<file path="config.mk">
export PLATFORM = sky130hd
export DESIGN_NAME = lfsr_prng
export DESIGN_NICKNAME = d
export VERILOG_FILES = /design/src/rtl/lfsr_prng.sv
export SDC_FILE = /design/constraint.sdc
export NUM_CORES = 1
export LEC_CHECK = 0
export BUFFER_PORTS_ARGS = -buffer_cell sky130_fd_sc_hd__buf_2
export CAP_MARGIN = 20
export CORE_MARGIN = 2
export CORE_UTILIZATION = 32
export DETAILED_ROUTE_END_ITERATION = 8
export GPL_TIMING_DRIVEN = 0
export HOLD_SLACK_MARGIN = 0.12
export SYNTH_ARGS = -nofsm -noshare
export SYNTH_HDL_FRONTEND = slang
export SYNTH_SLANG_ARGS = --single-unit
</file>
<file path="constraint.sdc">
create_clock -name clk -period 1.7 [get_ports clk]
set_clock_uncertainty 0.15 [all_clocks]
set_input_delay 0.085 -clock clk [delete_from_list [all_inputs] [get_ports clk]]
set_output_delay 0.085 -clock clk [all_outputs]
set_load 0.03 [all_outputs]
</file>
<file path="src/rtl/lfsr_prng.sv">
// Parametrised Fibonacci/Galois LFSR pseudo-random generator.
// Emits STEP_BITS bits per word over a valid/ready handshake, blocks the all-zero lock-up and flags sequence wrap.
module lfsr_prng #(
    parameter int                WIDTH        = 16,
    parameter logic [WIDTH-1:0]  TAPS         = 16'hB400,
    parameter int                STEP_BITS    = 1,
    parameter logic [WIDTH-1:0]  DEFAULT_SEED = {{(WIDTH-1){1'b0}}, 1'b1}
) (
    input  logic                 clk,
    input  logic                 rst,
    input  logic                 load,
    input  logic [WIDTH-1:0]     seed,
    input  logic                 mode,
    input  logic                 out_ready,
    output logic                 out_valid,
    output logic [STEP_BITS-1:0] out_word,
    output logic [WIDTH-1:0]     state,
    output logic                 seed_err,
    output logic                 seq_wrap
);

    // Galois form shifts toward the MSB, so it uses the reciprocal of the Fibonacci mask.
    localparam logic [WIDTH-1:0] TAPS_G = {TAPS[WIDTH-2:0], 1'b1};

    typedef enum logic {
        ST_IDLE,
        ST_RUN
    } phase_t;

    phase_t                 phase;
    phase_t                 phase_next;
    logic                   mode_r;
    logic [WIDTH-1:0]       seed_r;
    logic [WIDTH-1:0]       seed_sel;
    logic [WIDTH-1:0]       load_state;
    logic [WIDTH-1:0]       run_state;
    logic [STEP_BITS-1:0]   load_bits;
    logic [STEP_BITS-1:0]   run_bits;
    logic                   accept;

    // Unrolled STEP_BITS single steps; the first produced bit ends up in the MSB.
    function automatic logic [STEP_BITS+WIDTH-1:0] run_steps(
        input logic [WIDTH-1:0] s_in,
        input logic             galois
    );
        logic [WIDTH-1:0]     s;
        logic [STEP_BITS-1:0] b;
        logic                 fb;
        s = s_in;
        b = '0;
        for (int i = 0; i < STEP_BITS; i++) begin
            if (galois) begin
                fb = s[WIDTH-1];
                s  = {s[WIDTH-2:0], 1'b0} ^ (fb ? TAPS_G : '0);
            end else begin
                fb = ^(s & TAPS);
                s  = {s[WIDTH-2:0], fb};
            end
            b    = b << 1;
            b[0] = fb;
        end
        return {b, s};
    endfunction

    always_comb begin
        seed_sel                = (seed == '0) ? DEFAULT_SEED : seed;
        {load_bits, load_state} = run_steps(seed_sel, mode);
        {run_bits, run_state}   = run_steps(state, mode_r);
    end

    always_ff @(posedge clk or posedge rst) begin
        if (rst) begin
            phase <= ST_IDLE;
        end else begin
            phase <= phase_next;
        end
    end

    // The generator stays idle until the first seed load, then runs until reset.
    always_comb begin
        phase_next = phase;
        if (load) begin
            phase_next = ST_RUN;
        end
    end

    always_comb begin
        out_valid = (phase == ST_RUN);
    end

    assign accept = out_valid & out_ready & ~load;

    always_ff @(posedge clk or posedge rst) begin
        if (rst) begin
            state    <= '0;
            out_word <= '0;
            seed_r   <= '0;
            mode_r   <= 1'b0;
            seed_err <= 1'b0;
            seq_wrap <= 1'b0;
        end else begin
            seed_err <= 1'b0;
            seq_wrap <= 1'b0;
            // A load discards whatever word was on the output, even if it was being accepted.
            if (load) begin
                seed_r   <= seed_sel;
                mode_r   <= mode;
                out_word <= load_bits;
                state    <= load_state;
                seed_err <= (seed == '0);
            end else if (accept) begin
                out_word <= run_bits;
                state    <= run_state;
                seq_wrap <= (run_state == seed_r);
            end
        end
    end

endmodule

</file>
==> summary.md <==
| Metric | Value |
|---|---|
| Seq cells post-synth | `36` |
| Delay-heaviest family, CP | `buffers and inverters` |
| IO Count | `roughly 40` |
| First-pass GRT wire length | `approximately 7.3 mm` |
| Core box area | `about 5500 um^2` |
| Die Area | `roughly 6300 um^2` |
| CP endpoint kind | `register` |
| Worst EP arrival | `1.70 ns` |
| Die Ht | `between 70 and 80 um` |
| Worst R2R Path Depth | `4` |
| CTS Sinks | `36` |
| Peak Freq | `598 MHz` |
| R2R Setup Slk | `approximately 0.070 ns` |
| Min cycle time layout | `about 1.7 ns` |
| Post-route clock period utilization | `0.983` |
| Area leader, netlist | `dfrtp_1` |
| Syn nets | `about 190` |
| Via density per instance | `4.71` |
| Final std cells w/o fill | `~310` |
| Clock insertion delay at the later pin of the skew report | `slightly below 0.3 ns` |
| HP Class | `primary input to register` |
| Unrepaired setup endpoints after global routing | `yes` |
| Worst-path maximum fanout | `4` |
| Syn avg cell area | `10.5 um^2` |
| CP Launch Type | `primary input` |
| Detailed-route wire length | `roughly 4.6 mm` |
| Cells after DPL | `between 200 and 300` |
| ANT cells | `0` |
| Nets | `around 260` |
| Reg area | `between 900 and 1000 um^2` |
| Reg-to-Reg End | `seq_wrap` |
| CP max stage cell | `dlygate4sd3_1` |
| Critical Path Sink | `state[0]` |
| P&R area growth vs syn | `34.9%` |
| Slew Limit Fails | `0` |
| Max H-tree Level | `2` |
| Reg clk slew, reported paths | `about 0.07 ns` |
| CTS buffer count | `5` |
| Worst reg2reg path startpoint | `state[12]` |
| Crit. Startpoint | `seed[12]` |
| CP Cell Sequence | `dlygate4sd3_1, buf_4, xnor3_1, o21ai_0, a21oi_1, a211o_2` |
| Largest cells by area after synthesis | `dfrtp_1 (50%), mux2i_1 (8.3%), o21ai_0 (7.7%), xor2_1 (6.3%), xnor2_1 (4.3%)` |
| Leak | `between 1 and 1.5 nW` |
| Seq/Total Area, Yosys | `0.497` |
| Gr usage total | `0.159` |
| WS Path Type | `primary input to register` |
| DP Area | `between 2000 and 2500 um^2` |
| Buf+Inv Stages, Crit Path | `2` |
| CTS tree | `done` |
| First DRT Iteration DRCs | `95` |
| Number of routed nets with antenna violations | `0` |
| RePlAce Congestion | `approximately 0.76` |
| Worst-margin pin slew | `0.632 ns` |
| Port bufs | `40` |
| # setup viols final | `0` |
| Peak VDD IR | `roughly 0.00047 V` |
| Setup TNS Final | `0 ns` |
| WP depth | `6` |
| Rel. slew slack | `0.578` |
| Cell variety after synth | `27` |
| Drt pass-1 iters | `4` |
| Worst path max stage delay | `0.54 ns` |
| Multi-input gate area in the final layout | `840 um^2` |
| Synthesized instance count | `~170` |
| Worst EP required | `about 1.7 ns` |
| Status | `complete, no violations` |
| Yosys warning count | `0` |
| P per Cell Area | `933 nW/um^2` |
| Gr ovfl total | `0` |
| Number of global-route vias before repair | `1444` |
| CTS Root Cell | `clkbuf_8` |
| Row Count | `27` |
| Synthesized area | `between 1500 and 2000 um^2` |
| Maximum buffer depth of the clock tree | `2` |
| Number of max-cap violations | `0` |
| Initial Util | `0.331` |
| Via count | `around 1500` |
| Layout fillers | `554` |
| Final Cell Area | `around 2400 um^2` |
| Synth top area share | `0.497` |
| Dpl hpwl | `~3.3 mm` |
| # DRC | `0` |
| Layout cells sized above 1 | `0.274` |
| Antenna violations before repair | `0` |
| Final Hold Viols | `0` |
| WL per Instance | `14.8 um` |
| Largest net degree at the start of global routing | `23` |
| DIE WIDTH | `79.3 um` |
-- worst min-delay path by stage --
stage              start          to  slack (ns)  cells after the start
3_3_place_gp     seed[1]   seed_r[1]        0.19                      3
2_1_floorplan   seed[15]  seed_r[15]        0.06                      2
5_1_grt        out_ready   state[12]        0.20                      4
3_5_place_dp         rst    state[8]        0.05                      2
6_report       out_ready    state[2]        0.18                      4
4_1_cts              rst    state[8]        0.29                      3
-- cell type report --
cell class	instances	area share
plain buffers	7	0.0169
clock buffers	8	0.0368
inverters	14	0.0215
multi-input cells	115	0.343
flip-flops and latches	36	0.370
well taps	72	0.0368
repair buffers	61	0.175
-- registers in the layout, indices dropped and copies added, names as in the netlist --
signal     flops
seed_err       1
state         16
out_valid      1
mode_r         1
seq_wrap       1
seed_r        16
-- report_power, final --
group          leakage (nW)  internal [W]  switching [W]
logic                 0.697      0.000271       0.000337
clock network        0.0455      0.000331       0.000309
registers             0.431      0.000943      0.0000916
total                  1.17       0.00154       0.000737
-- routing by layer --
layer	vias to the layer above	wire length [um]	GRT usage
met2	38	2060	0.232
met1	716	2290	0.228
li1	717	-	-
met4	0	45	0.0517
met5	-	0	0
met3	4	238	0.0432
-- cell families (layout without fill, tap and decap cells) --
group                     Yosys count  after routing  synth area share
and+or+nand+nor                    37             37            0.0980
DFF                                36             36             0.497
AOI/OAI and AO/OA                  34             34             0.101
xor gates and xnor gates           25             25             0.144
buffers and inverters              22             90            0.0531
muxes                              19             19             0.108
-- cell usage in the layout, fill, tap and decap left out, drive strengths merged --
cell / n
a21oi: 2
inv: 14
xor2: 13
nor2: 6
nor3b: 1
a211o: 1
xnor3: 3
nand2: 18
dlygate4sd3: 19
mux2: 4
mux2i: 15
or2: 1
nand4: 2
buf: 45
o2111ai: 1
o21a: 1
dfrtp: 36
clkbuf: 12
nor4b: 1
o21ai: 28
xnor2: 9
and3: 1
nor4: 6
a31oi: 1
or3: 1
-- cells in the mapped netlist (all sizes together) --
master and instances:
o2111ai 1, a211o 1, buf 4, nor3b 1, nand4 2, and3 1, xor2 13, clkbuf 4
xnor3 3, or2 1, o21a 1, o21ai 28, a31oi 1, mux2 4, dfrtp 36, a21oi 2
nor4b 1, nor4 6, xnor2 9, or3 1, mux2i 15, nand2 18, nor2 6, inv 14
-- through the flow --
stage	util	hold slack [ns]	setup WS, ns	power (W)
2_1_floorplan	-	0.0560	0.0193	0.00143
3_3_place_gp	0.385	0.192	-0.0442	0.00160
3_5_place_dp	0.390	0.0456	-0.0628	0.00161
4_1_cts	0.444	0.290	0.0250	0.00228
5_1_grt	0.447	0.199	-0.0112	0.00240
6_report	0.447	0.179	0.0288	0.00228
-- worst register-to-register path: cells and delay by family (launching register included) --
family / cells / cell delay [ns]
XOR/XNOR: 2 / 0.61
flip-flops: 1 / 0.45
AND/OR/NAND/NOR: 2 / 0.30
-- what timing repair did --
item,CTS,global route
buffers inserted,0,1
endpoints found under the setup margin,11,7
hold buffers,19,0
gates resized for setup,3,3
pin swaps,0,4
cloned,0,0
endpoints found under the hold margin,49,0
No activity file was read; power rests on OpenSTA's default activity.
